File: src/rtl/id_stage_pipe.sv
// id_stage_pipe: decode stage with bypassed register file, immediate generation, load-use stall and ID/EX register
module id_stage_pipe #(
  parameter int DATA_W = 32,
  parameter int NREG   = 32,
  parameter int ADDR_W = 5,
  parameter int IMM_W  = 16
) (
  input  logic              clk,
  input  logic              reset,
  input  logic              in_valid,
  input  logic [ADDR_W-1:0] in_rs,
  input  logic [ADDR_W-1:0] in_rt,
  input  logic [ADDR_W-1:0] in_rd,
  input  logic [IMM_W-1:0]  in_imm,
  input  logic              in_reg_dst,
  input  logic              in_reg_write,
  input  logic              in_mem_read,
  input  logic              wb_we,
  input  logic [ADDR_W-1:0] wb_addr,
  input  logic [DATA_W-1:0] wb_data,
  input  logic              ex_stall,
  input  logic              flush,
  output logic              stall_out,
  output logic              out_valid,
  output logic [DATA_W-1:0] out_rs_data,
  output logic [DATA_W-1:0] out_rt_data,
  output logic [DATA_W-1:0] out_sext_imm,
  output logic [DATA_W-1:0] out_sext_imm_sl2,
  output logic [DATA_W-1:0] out_zext_imm,
  output logic [ADDR_W-1:0] out_rs,
  output logic [ADDR_W-1:0] out_rt,
  output logic [ADDR_W-1:0] out_wr_addr,
  output logic              out_reg_write,
  output logic              out_mem_read
);
  logic [DATA_W-1:0] rf_q [NREG];
  logic              valid_q, reg_write_q, mem_read_q;
  logic [DATA_W-1:0] rs_data_q, rt_data_q, sext_q, sl2_q, zext_q;
  logic [ADDR_W-1:0] rs_q, rt_q, wr_addr_q;
  logic              wb_ok, haz;
  logic [DATA_W-1:0] rs_data_d, rt_data_d, sext_d, sl2_d, zext_d;
  logic [ADDR_W-1:0] wr_addr_d;
  // Register-file reads bypass the same-cycle writeback; r0 and out-of-range addresses read zero
  always_comb begin
    wb_ok     = wb_we & (wb_addr != '0);
    rs_data_d = (in_rs == '0 || int'(in_rs) >= NREG) ? '0 :
                (wb_ok && wb_addr == in_rs) ? wb_data : rf_q[in_rs];
    rt_data_d = (in_rt == '0 || int'(in_rt) >= NREG) ? '0 :
                (wb_ok && wb_addr == in_rt) ? wb_data : rf_q[in_rt];
    sext_d    = {{(DATA_W-IMM_W){in_imm[IMM_W-1]}}, in_imm};
    sl2_d     = {sext_d[DATA_W-3:0], 2'b00};
    zext_d    = {{(DATA_W-IMM_W){1'b0}}, in_imm};
    wr_addr_d = in_reg_dst ? in_rd : in_rt;
    haz       = valid_q & mem_read_q & (wr_addr_q != '0) & in_valid &
                ((wr_addr_q == in_rs) | (wr_addr_q == in_rt));
    stall_out = (haz | ex_stall) & ~flush;
  end
  // Register file: cleared by reset, written only from the writeback port, r0 never written
  always_ff @(posedge clk) begin
    if (reset) for (int i = 0; i < NREG; i++) rf_q[i] <= '0;
    else if (wb_ok && int'(wb_addr) < NREG) rf_q[wb_addr] <= wb_data;
  end
  // ID/EX register: reset, then flush, then hold on downstream stall, then bubble on load-use, else load
  always_ff @(posedge clk) begin
    if (reset) begin
      {valid_q, reg_write_q, mem_read_q} <= '0;
      {rs_data_q, rt_data_q, sext_q, sl2_q, zext_q} <= '0;
      {rs_q, rt_q, wr_addr_q} <= '0;
    end else if (flush || (!ex_stall && haz)) begin
      {valid_q, reg_write_q, mem_read_q} <= '0;
    end else if (!ex_stall) begin
      valid_q     <= in_valid;
      reg_write_q <= in_valid & in_reg_write;
      mem_read_q  <= in_valid & in_mem_read;
      rs_data_q   <= rs_data_d;
      rt_data_q   <= rt_data_d;
      sext_q      <= sext_d;
      sl2_q       <= sl2_d;
      zext_q      <= zext_d;
      rs_q        <= in_rs;
      rt_q        <= in_rt;
      wr_addr_q   <= wr_addr_d;
    end
  end
  assign out_valid        = valid_q;
  assign out_reg_write    = reg_write_q;
  assign out_mem_read     = mem_read_q;
  assign out_rs_data      = rs_data_q;
  assign out_rt_data      = rt_data_q;
  assign out_sext_imm     = sext_q;
  assign out_sext_imm_sl2 = sl2_q;
  assign out_zext_imm     = zext_q;
  assign out_rs           = rs_q;
  assign out_rt           = rt_q;
  assign out_wr_addr      = wr_addr_q;
endmodule

File: config.mk
export PLATFORM = sky130hd
export DESIGN_NAME = id_stage_pipe
export DESIGN_NICKNAME = d
export VERILOG_FILES = /design/src/rtl/id_stage_pipe.sv
export SDC_FILE = /design/constraint.sdc
export NUM_CORES = 2
export LEC_CHECK = 0
export CAP_MARGIN = 20
export CORE_ASPECT_RATIO = 0.9
export CORE_MARGIN = 4
export CORE_UTILIZATION = 31
export CTS_BUF_LIST = sky130_fd_sc_hd__clkbuf_4
export DETAILED_ROUTE_END_ITERATION = 10
export GPL_TIMING_DRIVEN = 0
export HOLD_SLACK_MARGIN = 0.08
export PLACE_DENSITY = 0.54
export SYNTH_ARGS = -nofsm -noshare
export SYNTH_HDL_FRONTEND = slang
export SYNTH_SLANG_ARGS = --single-unit
File: constraint.sdc
create_clock -name clk -period 4.1 [get_ports clk]
set_input_delay 0.82 -clock clk [delete_from_list [all_inputs] [get_ports clk]]
set_output_delay 0.82 -clock clk [all_outputs]
set_load 0.1 [all_outputs]
==> reports/results.ini <==
[global_route]
first_global_vias = 37769
grt_overflow_total = 0
grt.total_usage_pct = 21.12
antenna_found_initial = 14
grt_max_degree = 35
grt_pass1_wl_um = 283500

[setup_path]
crit_type = reg2out
arrival_ns = 3.01
critPathLaunchType = register
path_cells = clkdlybuf4s50_1
end_kind = output port
required_ns = 3.28
slowest_stage = clkdlybuf4s50_1
crit_family = buffers and inverters
critPathMaxFanout = 2
slowest_delay_ns = 1.21
cp_num_buf_inv = 1

[final_layout]
n_fill_cell = 17701
final_cell_mix = edfxtp_1 (1,024), and2_1 (992), mux4_2 (504)
syn_to_final_growth_pct = 16.93
drive_gt1_share_pct = 27.21
nNetsFinal = 4510
final_common_cell = edfxtp_1
final_area_um2 = 67060

[detailed_routing]
drc_errors = 0
drtAntennaViolNets = 0
via_count = 37965
vias_per_cell = 5.377
wl_um = 208000
drt_first_iter_violations = 4538
first_pass_iters = 8
routedWlPerCell_um = 29.46

[power_and_ir_drop]
p_total_mw = 27.77
p_per_area_nw_per_um2 = 414.0
irDropWorstVdd_mv = 0.2864
power_leakage_nw = 23.35

[synth]
syn-cell-area_um2 = 57350
synth_seq_cells = 1122
synth_top_area_cell = edfxtp_1
synth_edf_count = 1024
syn_avg_cell_area_um2 = 15.05
netlist_top_cells_area = edfxtp_1 (54%), mux4_2 (20%), and2_1 (11%)
seq_area_frac_synth_pct = 57.04
synth.distinct_cells = 46
synthCells = 3811
async_flop_share_pct = 0
ys.flop_type = edfxtp_1
synth_top_area_share_pct = 53.61
yosys_warnings = 0

[floorplan]
die_height_um = 416.1
core_region_area_um2 = 183600
die-width_um = 461.4
start_util_pct = 31.23
die-area_um2 = 192000
pin_count = 256
rows = 149

[run]
maxCapViolations = 0

[sta]
maxSlewHeadroom_pct = 18.93
rsz0062_at_grt = no
hold_viol_final = 0
fmax_ghz = 0.2608
fin_crit_ns = 3.835
maxSlewViolCount = 0
worst_pin_slew_ns = 1.216
setup_violations = 0
skew_ns = 0.07131
fin_crit_sh_pct = 93.53

[clock_network]
clk_path_buf_depth = 4
clk_latency_ns = 1.29
numCtsBuffers = 314
clockRootBuffer = clkbuf_4
clk_pin_slew_ns = 0.07
cts.sinks = 1122
htreeDepth = 5
cts_tree = built

[worst_hold_path]
hp-class = in2reg

[place]
io_buffer_count = 222
gp_congestion = 0.9599
hpwl_um = 155600
dpl-instance-area_um2 = 62870

[status]
outcome = complete, no violations

-- cells in the mapped netlist, types with 5 or more instances --
| library cell | number |
|---|---|
| a211oi_1 | 5 |
| a221o_1 | 64 |
| a22oi_1 | 5 |
| a31oi_1 | 6 |
| and2_1 | 992 |
| buf_1 | 18 |
| buf_2 | 80 |
| buf_4 | 113 |
| buf_6 | 10 |
| clkbuf_1 | 263 |
| dfxtp_1 | 98 |
| edfxtp_1 | 1024 |
| inv_1 | 9 |
| mux2i_1 | 43 |
| mux4_2 | 504 |
| nand2_1 | 8 |
| nand3_1 | 8 |
| nand3b_1 | 9 |
| nor2_1 | 138 |
| nor2b_1 | 10 |
| nor3_1 | 6 |
| o22ai_1 | 250 |
| or2_2 | 31 |
| or4_1 | 62 |
| xor2_1 | 16 |
-- cell families after synthesis --
family	synth area share (%)
compound gates	4.289
simple gates	13.54
mux	20.54
other cells	0.006539
xor+xnor	0.3054
buf+inv	4.285
flops	57.04
-- per-layer routing --
metal | global-route usage [%] | vias to the layer above | wire length (µm)
li1 | - | 16036 | -
met1 | 27.76 | 19413 | 82840
met2 | 32.49 | 2049 | 95380
met3 | 4.210 | 465 | 17490
met4 | 12.29 | 2 | 12290
met5 | 0 | - | 13
-- worst register-to-register path, delay by kind of cell, from the launching register on --
family	cells	cell delay (ns)
AO/OA/AOI/OAI	3	1.15
XOR/XNOR	1	0.11
AND/OR/NAND/NOR	2	0.49
buffers and inverters	2	0.67
flip-flops	1	0.49
-- where the power goes --
group          leakage [nW]  total, mW  switching, mW  internal [mW]
registers              10.6       13.5          0.338           13.1
clock network          2.32       10.3           4.90           5.45
logic                  10.5       3.97           2.54           1.43
total                  23.4       27.8           7.78           20.0
-- worst paths after layout --
check / start / endpoint / slack (ns) / depth (start not counted)
setup reg to reg: out_wr_addr[0] / out_rt_data[20] / 1.07 / 8
setup / recovery: out_rt_data[3] / out_rt_data[3] / 0.27 / 1
hold / removal: in_imm[1] / out_sext_imm[1] / 0.23 / 3
hold reg to reg: out_rs_data[24] / out_rs_data[24] / 0.49 / 1
-- state kept, by name, indices dropped and copies added, names as in the netlist --
name	count
out_wr_addr	5
out_mem_read	1
out_valid	1
out_reg_write	1
out_rs_data	32
rf_q	1024
out_sext_imm	16
out_rs	5
out_rt_data	32
out_rt	5
-- metrics by stage --
step | worst slack, ns | hold slack [ns] | TNS, ns | utilization [%] | instances
floorplan | 0.1713 | 0.7719 | 0 | - | 3860
global placement | -1.109 | 0.4718 | -268.71 | 34.19 | 6498
detailed placement | -0.5120 | 0.4756 | -236.50 | 34.24 | 6503
CTS | 0.02801 | 0.09317 | 0 | 36.41 | 7041
global route | 0.03638 | 0.1932 | 0 | 36.51 | 7054
finish | 0.2653 | 0.2299 | 0 | 36.52 | 7060
-- area by class of cell --
cell class | instances | area, µm² | area share [%]
flip-flops and latches | 1122 | 32710 | 48.78
diodes | 9 | 22.52 | 0.03358
clock buffers | 486 | 3649 | 5.441
plain buffers | 485 | 2427 | 3.620
inverters | 9 | 33.78 | 0.05038
well taps | 2416 | 3023 | 4.508
multi-input cells | 2244 | 22380 | 33.37
clock inverters | 32 | 173.9 | 0.2593
repair buffers | 257 | 2641 | 3.939
-- what timing repair did --
| item | 4_1_cts | 5_1_grt |
|---|---|---|
| setup endpoints to repair | 34 | 1 |
| pin swaps | 0 | 1 |
| buffers inserted | 0 | 1 |
| hold buffers | 20 | 0 |
| gates resized for setup | 43 | 1 |
| endpoints found under the hold margin | 24 | 0 |
Power figures use the tool's default switching activity.
